## config.mk

```make
export PLATFORM = sky130hd
export DESIGN_NAME = id_ex_stage
export DESIGN_NICKNAME = d
export VERILOG_FILES = /design/src/rtl/mips_pipe_pkg.sv /design/src/rtl/id_ex_stage_load_use_detect.sv /design/src/rtl/id_ex_stage.sv
export SDC_FILE = /design/constraint.sdc
export NUM_CORES = 1
export LEC_CHECK = 0
export BUFFER_PORTS_ARGS = -buffer_cell sky130_fd_sc_hd__buf_4
export CAP_MARGIN = 25
export CELL_PAD_IN_SITES_DETAIL_PLACEMENT = 0
export CELL_PAD_IN_SITES_GLOBAL_PLACEMENT = 1
export CORE_UTILIZATION = 35
export CTS_CLUSTER_DIAMETER = 150
export CTS_CLUSTER_SIZE = 16
export DETAILED_ROUTE_END_ITERATION = 16
export GPL_TIMING_DRIVEN = 1
export PLACE_DENSITY_LB_ADDON = 0.1
export SLEW_MARGIN = 20
export SYNTH_ARGS = -nofsm -noshare
export SYNTH_HDL_FRONTEND = slang
export SYNTH_SLANG_ARGS = --single-unit
export TNS_END_PERCENT = 30
```

## constraint.sdc

```tcl
create_clock -name clk -period 5.7 [get_ports clk]
set_input_delay 1.14 -clock clk [delete_from_list [all_inputs] [get_ports clk]]
set_output_delay 1.14 -clock clk [all_outputs]
set_load 0.005 [all_outputs]
```

## src/rtl/mips_pipe_pkg.sv

```systemverilog
// Shared types and encodings for the 5-stage MIPS pipeline registers.
package mips_pipe_pkg;

    localparam int ALU_OP_W = 2;

    localparam logic [ALU_OP_W-1:0] ALUOP_ADD   = 2'b00;
    localparam logic [ALU_OP_W-1:0] ALUOP_SUB   = 2'b01;
    localparam logic [ALU_OP_W-1:0] ALUOP_RTYPE = 2'b10;

    localparam logic [4:0] REG_ZERO = 5'd0;

    typedef struct packed {
        logic                reg_write;
        logic                mem_read;
        logic                mem_write;
        logic                mem_to_reg;
        logic                alu_src;
        logic                reg_dst;
        logic [ALU_OP_W-1:0] alu_op;
    } ex_ctrl_t;

    localparam ex_ctrl_t CTRL_BUBBLE = '0;

endpackage

```

## src/rtl/id_ex_stage_load_use_detect.sv

```systemverilog
// Combinational load-use hazard check: a load in EX whose target is read by the instruction in ID.
module load_use_detect
    import mips_pipe_pkg::*;
#(
    parameter int REG_ADDR_W = 5
) (
    input  logic                  id_valid,
    input  logic                  id_uses_rt,
    input  logic [REG_ADDR_W-1:0] id_rs,
    input  logic [REG_ADDR_W-1:0] id_rt,
    input  logic                  ex_valid,
    input  logic                  ex_mem_read,
    input  logic [REG_ADDR_W-1:0] ex_rt,
    output logic                  hazard
);

    logic rt_nonzero;
    logic rs_match;
    logic rt_match;

    // $0 is hardwired, so a load targeting it never creates a dependency
    assign rt_nonzero = (ex_rt != REG_ADDR_W'(REG_ZERO));
    assign rs_match   = (ex_rt == id_rs);
    assign rt_match   = id_uses_rt & (ex_rt == id_rt);
    assign hazard     = id_valid & ex_valid & ex_mem_read & rt_nonzero & (rs_match | rt_match);

endmodule

```

## src/rtl/id_ex_stage.sv

```systemverilog
// ID/EX pipeline register with load-use bubble insertion and PC / IF-ID write enables.
// Optional bubble counter (bubble_cnt, cnt_clr) is built when ID_EX_PERF_CNT_EN is defined.
module id_ex_stage
    import mips_pipe_pkg::*;
#(
    parameter int DATA_W     = 32,
    parameter int REG_ADDR_W = 5,
    parameter int ALUOP_W    = 2
) (
    input  logic                  clk,
    input  logic                  reset,
`ifdef ID_EX_PERF_CNT_EN
    input  logic                  cnt_clr,
    output logic [31:0]           bubble_cnt,
`endif
    input  logic                  id_valid,
    input  logic                  id_reg_write,
    input  logic                  id_mem_read,
    input  logic                  id_mem_write,
    input  logic                  id_mem_to_reg,
    input  logic                  id_alu_src,
    input  logic                  id_reg_dst,
    input  logic [ALUOP_W-1:0]    id_alu_op,
    input  logic                  id_uses_rt,
    input  logic [DATA_W-1:0]     id_rd1,
    input  logic [DATA_W-1:0]     id_rd2,
    input  logic [DATA_W-1:0]     id_imm,
    input  logic [REG_ADDR_W-1:0] id_rs,
    input  logic [REG_ADDR_W-1:0] id_rt,
    input  logic [REG_ADDR_W-1:0] id_rd,
    input  logic                  flush,
    input  logic                  stall_in,
    output logic                  ex_valid,
    output logic                  ex_reg_write,
    output logic                  ex_mem_read,
    output logic                  ex_mem_write,
    output logic                  ex_mem_to_reg,
    output logic                  ex_alu_src,
    output logic                  ex_reg_dst,
    output logic [ALUOP_W-1:0]    ex_alu_op,
    output logic [DATA_W-1:0]     ex_rd1,
    output logic [DATA_W-1:0]     ex_rd2,
    output logic [DATA_W-1:0]     ex_imm,
    output logic [REG_ADDR_W-1:0] ex_rs,
    output logic [REG_ADDR_W-1:0] ex_rt,
    output logic [REG_ADDR_W-1:0] ex_rd,
    output logic                  pc_write,
    output logic                  ifid_write,
    output logic                  load_use_hazard
);

    ex_ctrl_t              id_ctrl;
    ex_ctrl_t              ctrl_q;
    logic                  valid_q;
    logic [DATA_W-1:0]     rd1_q, rd2_q, imm_q;
    logic [REG_ADDR_W-1:0] rs_q, rt_q, rd_q;
    logic                  bubble;

    load_use_detect #(.REG_ADDR_W(REG_ADDR_W)) u_detect (
        .id_valid    (id_valid),
        .id_uses_rt  (id_uses_rt),
        .id_rs       (id_rs),
        .id_rt       (id_rt),
        .ex_valid    (valid_q),
        .ex_mem_read (ctrl_q.mem_read),
        .ex_rt       (rt_q),
        .hazard      (load_use_hazard)
    );

    assign pc_write   = ~load_use_hazard & ~stall_in;
    assign ifid_write = ~load_use_hazard & ~stall_in;

    // An invalid ID slot enters EX as a bubble-equivalent: controls forced off
    always_comb begin
        id_ctrl = CTRL_BUBBLE;
        if (id_valid) begin
            id_ctrl.reg_write  = id_reg_write;
            id_ctrl.mem_read   = id_mem_read;
            id_ctrl.mem_write  = id_mem_write;
            id_ctrl.mem_to_reg = id_mem_to_reg;
            id_ctrl.alu_src    = id_alu_src;
            id_ctrl.reg_dst    = id_reg_dst;
            id_ctrl.alu_op     = id_alu_op;
        end
    end

    // Flush outranks stall; a hazard bubble only lands when the pipe is moving
    assign bubble = flush | (~stall_in & load_use_hazard);

    always_ff @(posedge clk or posedge reset) begin
        if (reset) begin
            valid_q <= 1'b0;
            ctrl_q  <= CTRL_BUBBLE;
            rd1_q   <= '0;
            rd2_q   <= '0;
            imm_q   <= '0;
            rs_q    <= '0;
            rt_q    <= '0;
            rd_q    <= '0;
        end else if (bubble) begin
            // Fields cleared too so a bubble looks like $0 to forwarding
            valid_q <= 1'b0;
            ctrl_q  <= CTRL_BUBBLE;
            rd1_q   <= '0;
            rd2_q   <= '0;
            imm_q   <= '0;
            rs_q    <= '0;
            rt_q    <= '0;
            rd_q    <= '0;
        end else if (!stall_in) begin
            valid_q <= id_valid;
            ctrl_q  <= id_ctrl;
            rd1_q   <= id_rd1;
            rd2_q   <= id_rd2;
            imm_q   <= id_imm;
            rs_q    <= id_rs;
            rt_q    <= id_rt;
            rd_q    <= id_rd;
        end
    end

    assign ex_valid      = valid_q;
    assign ex_reg_write  = ctrl_q.reg_write;
    assign ex_mem_read   = ctrl_q.mem_read;
    assign ex_mem_write  = ctrl_q.mem_write;
    assign ex_mem_to_reg = ctrl_q.mem_to_reg;
    assign ex_alu_src    = ctrl_q.alu_src;
    assign ex_reg_dst    = ctrl_q.reg_dst;
    assign ex_alu_op     = ctrl_q.alu_op;
    assign ex_rd1        = rd1_q;
    assign ex_rd2        = rd2_q;
    assign ex_imm        = imm_q;
    assign ex_rs         = rs_q;
    assign ex_rt         = rt_q;
    assign ex_rd         = rd_q;

`ifdef ID_EX_PERF_CNT_EN
    logic hazard_bubble;
    assign hazard_bubble = load_use_hazard & ~stall_in & ~flush;

    always_ff @(posedge clk or posedge reset) begin
        if (reset) begin
            bubble_cnt <= '0;
        end else if (cnt_clr) begin
            bubble_cnt <= '0;
        end else if (hazard_bubble && bubble_cnt != 32'hFFFF_FFFF) begin
            bubble_cnt <= bubble_cnt + 32'd1;
        end
    end
`endif

endmodule

```

Word-level counts from Yosys, hierarchy flattened:

Cells that the tools add are included.

* input bits: 125
* output and inout port bits: 123
* register bits: 120
* word-level logic and storage cells: 46

* equal/unequal tests: 3
* reductions and logical operators: 1
* mux-type cells: 17
* bitwise gates (word level): 11

Operators by type and width (count)
* 2-to-1 mux 32 bit: 6
* 2-to-1 mux 5 bit: 6
* 2-to-1 mux 8 bit: 3
* equality test 5 bit: 2
* AND 1 bit: 7
* nonzero test 5 bit: 1
* 2-to-1 mux 1 bit: 2
* inequality test 2 x 1 -> 1 bit (second input constant): 1
* inverter 1 bit: 2
* bitwise OR 1 bit: 2

Logic depth before layout (Yosys ltp):

Gate-level depths: netlist of run 1.

* depth in word-level cells: 7
* mapped depth: 7
* depth with buffers taken out: 4

Hierarchy:

From an unflattened synthesis of run 1, not the netlist that was laid out.

* cells, all modules: 552
* area total of the unflattened synthesis: 5604.1 um^2

By module, submodules not included
* id_ex_stage: instances 1, area an instance 5474.0 um^2, cells an instance 535
* load_use_detect: instances 1, area an instance 130.1 um^2, cells an instance 17

Worst setup path after synthesis of run 1:

Ideal clock, no wire load.

* path kind: input -> output
* from: input port id_rs[4]
* to: output port pc_write
* path buffers: 3
* path slack: 2.117 ns
* stages: 7
* data arrival time: 2.443 ns
* cell sequence: xnor2_1 nand3_1 o22ai_1 buf_2 buf_4 a21oi_1 buf_4

* word-level cells in the longest chain between the ends: 5

RTL lines
* start: declaration: line id_ex_stage.sv:28 `input logic [REG_ADDR_W-1:0] id_rs,`
* equality test 5 bit: line id_ex_stage_load_use_detect.sv:23 `assign rs_match = (ex_rt == id_rs);`
* bitwise OR 1 bit: line id_ex_stage_load_use_detect.sv:25 `assign hazard = id_valid & ex_valid & ex_mem_read & rt_nonzero & (rs_match | rt_match);`
* AND 1 bit: line id_ex_stage_load_use_detect.sv:25
* inverter 1 bit
* AND 1 bit
* end: declaration: line id_ex_stage.sv:47 `output logic pc_write,`

No other way between the ends.

Worst setup path in the final report of run 1:

* from: input port id_rs[1]
* to: output port ifid_write

* word-level cells in the longest chain between the ends: 5

RTL lines
* equality test 5 bit: line id_ex_stage_load_use_detect.sv:23
* bitwise OR 1 bit: line id_ex_stage_load_use_detect.sv:25
* AND 1 bit: line id_ex_stage_load_use_detect.sv:25
* inverter 1 bit: line id_ex_stage.sv:71 `assign ifid_write = ~load_use_hazard & ~stall_in;`
* AND 1 bit: line id_ex_stage.sv:71
* end: declaration: line id_ex_stage.sv:48 `output logic ifid_write,`

No other way between the ends.

==> metrics.cfg, run 1 <==
[status]
status = complete, no violations

[worst_setup_path]
path_buf_inv = 2
endpoint_kind = output pin
critPathKind = input port to output pin
worst_r2r_endpoint = ex_imm[7]
reg2reg_slack_ns = 2.60
cp_slowest_cell = o22ai_4
slowest_delay_ns = 0.65
r2r_start = ex_rt[1]
cpLargestDelayFamily = compound AO/OA/AOI/OAI gates
worstRegToRegCells = 5
cp_common_cell = buf_4
cp_data_arrival_time_ns = 2.82
path_cells = buf_4 > xnor2_1 > nand2_1 > o22ai_4 > a21oi_1 > buf_4
setup.worst_path.start_class = input port
cp.required_ns = 4.56
cp_max_fo = 23

[die]
die_y_um = 134
fp.dieW_um = 134
ios = 248
core_area_um2 = 16800
start_util = 0.362
dieArea_um2 = 17900
rows = 47

[synthesis]
ys_types = 26
synthTopCellsByArea = dfrtp_1 49%, nand2_1 12%, o221ai_1 11%
synth_edf_count = 0
ys_seq_area_frac = 0.495
synthArstFlopShare = 1.00
synth_largest_area_cell = dfrtp_1
synth_commonest_cells = 187 x nand2_1, 120 x dfrtp_1, 79 x o221ai_1
avgSynthCellArea_um2 = 9.13
syn_nets = 790
netlist_area_um2 = 6070
ys.warnings.count = 0
synthMostInstantiatedCell = nand2_1
synth_ff_type = dfrtp_1
synth_top_area_share = 0.495
synthCells = 665
ys_ff_latch = 120

[sta]
finalSetupTns_ns = 0
maxSlewViolCount = 0
max_freq_mhz = 253
rsz0062_at_grt = false
worst_pin_slew_ns = 0.943
worst_hold_slack_ns = 0.497
final_hold_viol_count = 0
setup_viol = 0
post-route-period-util = 0.694
layout_min_cycle_time_ns = 3.96
final.setup_skew_ns = 0.00831
slew_headroom = 0.371

[place]
dp_hpwl_um = 12800
io_buffer_count = 247
gp_congestion = 0.802

[clocking]
cts_buffer_depth = 2
postCtsSetupBuffers = 0
cts_root_buf = clkbuf_16
clkTransAtPathRegs_ns = 0.05
htree_num_levels = 4
cts_tree = done
cts.sinks = 120
cts_hold_buffers = 0
cts_buffers = 17
insertion_delay_ns = 0.41
cts_resized = 0

[hold_path]
whs_path_depth = 2
min_to = ex_rd1[11]
hold_class = flop to flop
worstHoldStart = ex_rd1[11]

[cells_and_area]
syn_to_final_growth_pct = 40.6
diodes = 0
fill_cells = 1603
final_layout_size_suffix_gt1_frac = 0.333
fin_nets = 990

[global_routing]
grt_overflow_total = 0
grt_pass1_vias = 5817
grt.total_usage = 0.226
antenna_found_initial = 0
grt_max_degree = 103
grt_pass1_wl_um = 31700

[pwr]
power_density_nw_per_um2 = 292
p_leak_nw = 3.81
finalPower_mw = 2.50
ir_drop_mv = 0.199

[routing]
avgViaCountPerCell = 5.63
ant_nets = 0
avgRoutedWirePerCell_um = 18.2
drtIter0Drc = 510
drt-pass1-iter-count = 5
drt_wl_total_um = 20000
vias = 6187
drc_errors = 0

[run]
maxCapViolCount = 0

power breakdown:
group	internal (mW)	switching (mW)
Combinational	0.232	0.232
Clock	0.662	0.379
Sequential	0.936	0.0551
Total	1.83	0.666
worst max-delay path by stage:
stage,startpoint,depth (start not counted),endpoint,slack [ns]
after floorplan,reset,1,ex_alu_op[0],1.37
after global placement,id_rs[1],6,pc_write,1.82
after detailed placement,id_rs[1],6,ifid_write,1.74
after CTS,id_rs[1],6,ifid_write,1.72
after global routing,id_rs[1],6,pc_write,1.53
final,id_rs[1],6,ifid_write,1.74
worst min-delay path, stage by stage (launching register included):
cell and delay (ns):
dfrtp_1 0.35, a32oi_1 0.05, o21ai_0 0.06
placed cells by master (no fill, tap or decap), types with 2 or more instances in the layout:
cell type / instances
nand2_1: 187
a22oi_1: 14
bufinv_16: 2
nor3b_1: 18
xnor2_1: 10
nand3_1: 62
o221ai_1: 79
o211ai_1: 5
dfrtp_1: 120
clkbuf_1: 4
a32oi_1: 40
clkbuf_8: 2
clkinv_2: 6
o21ai_0: 40
clkbuf_16: 17
buf_4: 257
layout make-up:
cell class | count | area, um^2 | share of cell area
sequential | 120 | 3000 | 0.352
inverter | 2 | 10.0 | 0.00117
multi-input combinational | 466 | 2740 | 0.321
tap | 220 | 275 | 0.0322
clock buffer | 23 | 468 | 0.0548
clock inverter | 9 | 98.8 | 0.0116
timing repair buffer | 258 | 1940 | 0.227
per-stage QoR:
step | setup slack, ns | cell area (um^2) | util | instances
after floorplan | 1.37 | 6070 | - | 665
after global placement | 1.82 | 7970 | 0.475 | 1066
after detailed placement | 1.74 | 7970 | 0.475 | 1066
after CTS | 1.72 | 8530 | 0.509 | 1098
after global routing | 1.53 | 8540 | 0.509 | 1098
final | 1.74 | 8540 | 0.509 | 1098
per-layer routing:
layer	vias up	routed length (um)	GRT usage
met2	251	9720	0.352
met4	0	247	0.0657
met3	20	1650	0.0742
met5	-	0	0
met1	3046	8420	0.298
li1	2870	-	-
logic make-up after synthesis:
group	after synthesis	share of synthesized area
compound gates	182	0.234
simple gates	274	0.197
xor+xnor	10	0.0144
flops	120	0.495
buf+inv	79	0.0608
Power figures use the tool's default switching activity.
==> run 2, diff against run 1 <==
==> constraint.sdc (replaced) <==
create_clock -name clk -period 4.1 [get_ports clk]
set_input_delay 0.82 -clock clk [delete_from_list [all_inputs] [get_ports clk]]
set_output_delay 0.82 -clock clk [all_outputs]
set_load 0.005 [all_outputs]
==> run 2 against run 1 <==
Net effect:
- clock-buffer cell count shrank 5
- sequential cell count did not move
- sequential share of layout area decreased by 0.36 points
- clock skew grew 0.00072 ns
==> metrics.cfg, run 2 (synthesis gave the netlist of run 1 again) <==
[cells_and_area]
syn_to_final_growth_pct = 42.0
final_cell_mix = 258 x buf_4, 187 x nand2_1, 120 x dfrtp_1
fin_util = 0.515
fin_nets = 992
final_layout_size_suffix_gt1_frac = 0.339
final_common_cell = buf_4
diodes = 0

[pwr]
clkPwrFrac = 0.433
p_seq_frac = 0.386
combPwrFrac = 0.182
intPower_mw = 2.61
power_density_nw_per_um2 = 415
ir_drop_mv = 0.305
p_sw_frac = 0.271
power_switching_mw = 0.971
p_leak_nw = 3.83

[clocking]
htree_num_levels = 4
cts_tree = done
cts.sinks = 120
cts_buffer_depth = 2
postCtsSetupBuffers = 0
cts_root_buf = clkbuf_16
cts_hold_buffers = 0
cts_buffers = 17
insertion_delay_ns = 0.42
clkTransAtPathRegs_ns = 0.06
cts_resized = 0

[die]
start_util = 0.362
core_area_um2 = 16800
rows = 47
dieArea_um2 = 17900
fp.dieW_um = 134
ios = 248
die_y_um = 134

[global_routing]
grt_overflow_total = 0
grt_pass1_wl_um = 31000
grt_pass1_vias = 5859
antenna_found_initial = 0
grt.total_usage = 0.219
grt_max_degree = 105

[sta]
max_freq_mhz = 329
setup_viol = 0
worst_pin_slew_ns = 0.997
post-route-period-util = 0.740
rsz0062_at_grt = false
finalSetupTns_ns = 0
final_hold_viol_count = 0
maxSlewViolCount = 0
slew_headroom = 0.336
setup_ws_ns = 1.06
final.setup_skew_ns = 0.00903
layout_min_cycle_time_ns = 3.04

[place]
io_buffer_count = 247
dp_hpwl_um = 12300
place_ws_ns = 1.15
gp_congestion = 0.764

[worst_setup_path]
slowest_delay_ns = 0.59
cpLargestDelayFamily = simple AND/OR/NAND/NOR gates
setup.worst_path.start_class = flop
cp_max_fo = 5
critPathKind = flop to output pin
path_buf_inv = 2
cp.required_ns = 3.28
endpoint_kind = output pin
cp_slowest_cell = or4_1
cp_data_arrival_time_ns = 2.22
path_cells = or4_1 > o2111ai_4 > inv_1 > a21oi_1 > buf_4

[routing]
drc_errors = 0
drt_wl_total_um = 19700
ant_nets = 0
avgRoutedWirePerCell_um = 17.9
vias = 6149
drtIter0Drc = 450
avgViaCountPerCell = 5.59
drt-pass1-iter-count = 5

[status]
status = complete, no violations

[run]
maxCapViolCount = 0

[hold_path]
hold_class = flop to flop

-- run 2: cell type report --
class / instances / area (um^2)
well taps: 220 / 275
clock inverters: 14 / 173
inverters: 2 / 10.0
repair buffers: 260 / 1980
flip-flops and latches: 120 / 3000
fillers: 1595 / 8140
clock buffers: 18 / 439
multi-input cells: 466 / 2740
-- run 2: final timing paths --
check | startpoint | end | slack (ns) | cells after the start
setup reg to reg | ex_rt[0] | ex_rd1[24] | 1.15 | 6
min in group asynchronous | reset | ex_imm[16] | 0.52 | 2
hold / removal | ex_imm[3] | ex_imm[3] | 0.50 | 2
hold reg to reg | ex_imm[3] | ex_imm[3] | 0.50 | 2
max in group asynchronous | reset | ex_reg_dst | 2.72 | 3
setup / recovery | ex_rt[0] | ifid_write | 1.06 | 5
-- run 2: routing by layer --
metal | vias up | share of wire | global-route usage
li1 | 2876 | - | -
met1 | 3002 | 0.42 | 0.281
met4 | 0 | 0.014 | 0.0720
met5 | - | 0 | 0
met3 | 22 | 0.073 | 0.0628
met2 | 249 | 0.49 | 0.354
-- run 2: worst min-delay path, stage by stage (launching register included) --
cell     delay (ns)
dfrtp_1        0.34
a32oi_1        0.06
o21ai_0        0.06
-- run 2: through the flow --
| step | hold WS, ns | area, um^2 | power [mW] | std cells |
|---|---|---|---|---|
| after floorplan | 0.484 | 6070 | 1.67 | 665 |
| after global placement | 0.475 | 7990 | 2.03 | 1067 |
| after detailed placement | 0.487 | 7990 | 2.05 | 1067 |
| after CTS | 0.500 | 8600 | 3.61 | 1099 |
| after global routing | 0.512 | 8620 | 3.73 | 1100 |
| final | 0.501 | 8620 | 3.58 | 1100 |
-- run 2: power by group through the flow --
stage               combinational [mW]  sequential [mW]  clock, mW
CTS                              0.654             1.38       1.58
global placement                 0.641             1.39          0
finish                           0.650             1.38       1.55
detailed placement               0.654             1.40          0
global route                     0.714             1.39       1.63
floorplan                        0.273             1.39          0
==> run 3, diff against run 2 <==
--- a/config.mk
+++ b/config.mk
@@ -5,11 +5,12 @@
 export SDC_FILE = /design/constraint.sdc
 export NUM_CORES = 1
 export LEC_CHECK = 0
+export ABC_AREA = 1
 export BUFFER_PORTS_ARGS = -buffer_cell sky130_fd_sc_hd__buf_4
 export CAP_MARGIN = 25
 export CELL_PAD_IN_SITES_DETAIL_PLACEMENT = 0
 export CELL_PAD_IN_SITES_GLOBAL_PLACEMENT = 1
-export CORE_UTILIZATION = 35
+export CORE_UTILIZATION = 33
 export CTS_CLUSTER_DIAMETER = 150
 export CTS_CLUSTER_SIZE = 16
 export DETAILED_ROUTE_END_ITERATION = 16
==> constraint.sdc (replaced) <==
create_clock -name clk -period 2.8 [get_ports clk]
set_input_delay 0.56 -clock clk [delete_from_list [all_inputs] [get_ports clk]]
set_output_delay 0.56 -clock clk [all_outputs]
set_load 0.005 [all_outputs]
==> run 3 against run 2 <==
Net effect:
- wire length shrank 19%
- critical path depth grew 5
- clock power grew 49%
- setup slack lost 0.50 ns
- critical path type unchanged
- critical endpoint is now pc_write
- combinational power shrank 13%
- largest cell class unchanged
- hold slack lost 0.38 ns
- synthesized cell count shrank 8.9%
==> metrics.cfg, run 3 <==
[status]
status = complete, no violations

[pwr]
power_switching_mw = 1.11
intPower_mw = 3.65
clkPwrFrac = 0.484
p_sw_frac = 0.233
p_seq_frac = 0.397
power_density_nw_per_um2 = 614
ir_drop_mv = 0.405
combPwrFrac = 0.119
p_leak_nw = 4.30

[clocking]
cts_hold_buffers = 0
postCtsSetupBuffers = 0
cts_root_buf = clkbuf_16
cts_tree = done
clkTransAtPathRegs_ns = 0.05
cts.sinks = 120
cts_resized = 0
htree_num_levels = 4
cts_buffers = 17
cts_buffer_depth = 2
insertion_delay_ns = 0.41

[routing]
drc_errors = 0
drtIter0Drc = 307
vias = 4975
drt-pass1-iter-count = 4
avgViaCountPerCell = 4.80
drt_wl_total_um = 16000
avgRoutedWirePerCell_um = 15.4
ant_nets = 0

[synthesis]
synth_edf_count = 0
synth_ff_type = dfrtp_1
ys.warnings.count = 0
synth_compound_area_frac = 0.0438
ys_types = 18
synth_top_family_by_area = simple AND/OR/NAND/NOR gates
synthMostInstantiatedCell = nand2_1
synth_largest_area_cell = dfrtp_1
syn_nets = 731
synthTopCellsByArea = dfrtp_1 58%, nand2_1 20%, nand4_1 9.4%
netlist_area_um2 = 5150
synth_commonest_cells = 275 x nand2_1, 120 x dfrtp_1, 77 x nand4_1
synth_top_area_share = 0.583
synthMuxAreaShare = 0
synthArstFlopShare = 1.00
ys_ff_latch = 120
yosys.area_share.adder = 0
synth_xor_area_frac = 0.00170
synthCells = 606
ys_seq_area_frac = 0.583
synthSimpleGateAreaFrac = 0.305
avgSynthCellArea_um2 = 8.49

[cells_and_area]
fin_nets = 960
final_cell_mix = 275 x nand2_1, 255 x buf_4, 120 x dfrtp_1
final_layout_size_suffix_gt1_frac = 0.354
multi_input_area_um2 = 1810
final_area_um2 = 7760
ff_latch_area_um2 = 3000
fill_cells = 1458
syn_to_final_growth_pct = 50.9
final_common_cell = nand2_1
diodes = 0

[die]
fp.dieW_um = 127
start_util = 0.339
die_y_um = 127
core_area_um2 = 15200
ios = 248
rows = 45
dieArea_um2 = 16100

[run]
maxCapViolCount = 0

[place]
placed_cell_area_um2 = 7140
place_ws_ns = 0.801
gp_congestion = 0.727
dp_hpwl_um = 10500
io_buffer_count = 247

[sta]
maxSlewViolCount = 0
setup_viol = 0
setup_ws_ns = 0.562
rsz0062_at_grt = false
finalSetupTns_ns = 0
final_hold_viol_count = 0
layout_min_cycle_time_ns = 2.24
post-route-period-util = 0.799
worst_pin_slew_ns = 0.582
max_freq_mhz = 447
final.setup_skew_ns = 0.00620
slew_headroom = 0.612

[worst_setup_path]
r2r_start = ex_rt[0]
critPathKind = flop to output pin
cp.required_ns = 2.24
reg2reg_slack_ns = 1.01
worst_r2r_endpoint = ex_rd2[2]
setup.worst_path.start_class = flop
cp_max_fo = 7
slowest_delay_ns = 0.50
cp_common_cell = nand2_1
worstRegToRegCells = 8
path_cells = inv_2 > nand2_1 > nand2_1 > nor2_1 > nand3_1 > nand2_1 > nand2_2 > nand2_4 > inv_1 > buf_4
cp_slowest_cell = dfrtp_1
endpoint_kind = output pin
cp_data_arrival_time_ns = 1.68

[global_routing]
antenna_found_initial = 0
grt_max_degree = 121
grt.total_usage = 0.203
grt_pass1_vias = 4937
grt_overflow_total = 0
grt_pass1_wl_um = 25500

[hold_path]
hold_class = input port to async pin

[run 3: cell count changes after synthesis, moves of 6 or more]
cell / before / now
a32oi_1: 40 / 0
nand2_1: 187 / 275
inv_1: 2 / 24
nand3_1: 62 / 2
nor2_1: 2 / 8
clkbuf_1: 55 / 21
buf_4: 16 / 1
a22oi_1: 14 / 0
buf_1: 1 / 11
nor3b_1: 18 / 0
nand4_1: 0 / 77
xnor2_1: 10 / 1
o221ai_1: 79 / 0
[run 3: area by class of cell]
type,instances,share of cell area
Clock buffer,19,0.0583
Sequential cell,120,0.387
Timing Repair Buffer,258,0.254
Clock inverter,13,0.0227
Tap cell,188,0.0303
Multi-Input combinational cell,410,0.233
Inverter,28,0.0142
[run 3: metrics by stage]
stage | util | std cells | power [mW] | hold slack [ns]
after floorplan | - | 606 | 2.12 | 0.473
after global placement | 0.469 | 1004 | 2.49 | 0.463
after detailed placement | 0.469 | 1004 | 2.49 | 0.466
after CTS | 0.511 | 1036 | 4.83 | 0.118
after global routing | 0.511 | 1036 | 4.98 | 0.118
final | 0.511 | 1036 | 4.77 | 0.124
[run 3: power by group through the flow]
stage | logic (mW) | clock network [mW] | registers, mW
finish | 0.567 | 2.31 | 1.89
global route | 0.629 | 2.45 | 1.90
CTS | 0.577 | 2.36 | 1.89
global placement | 0.570 | 0 | 1.92
floorplan | 0.204 | 0 | 1.92
detailed placement | 0.576 | 0 | 1.92
[run 3: kinds of logic after synthesis]
group	after synthesis
buffers and inverters	76
DFF	120
and+or+nand+nor	364
AOI/OAI and AO/OA	45
xor gates and xnor gates	1
[run 3: layer usage]
layer  up-vias  global-route usage  part of all wire
met3        27              0.0586             0.060
met4         0              0.0896             0.028
met5         -                   0                 0
met1      2328               0.259              0.44
li1       2435                   -                 -
met2       185               0.321              0.47
[run 3: how the worst max path moves through the flow]
stage	start	to	slack, ns	depth (start not counted)
after floorplan	reset	ex_alu_op[0]	0.77	1
after CTS	ex_rt[0]	ifid_write	0.51	10
after detailed placement	id_rt[0]	ifid_write	0.80	11
after global routing	ex_rt[0]	pc_write	0.36	10
after global placement	id_rt[0]	ifid_write	0.82	10
final	ex_rt[0]	pc_write	0.56	10
[run 3: critical path, delay by kind of cell (launching register included)]
kind	cells	cell delay, ns
flops	1	0.50
simple gates	7	0.52
buf+inv	3	0.25
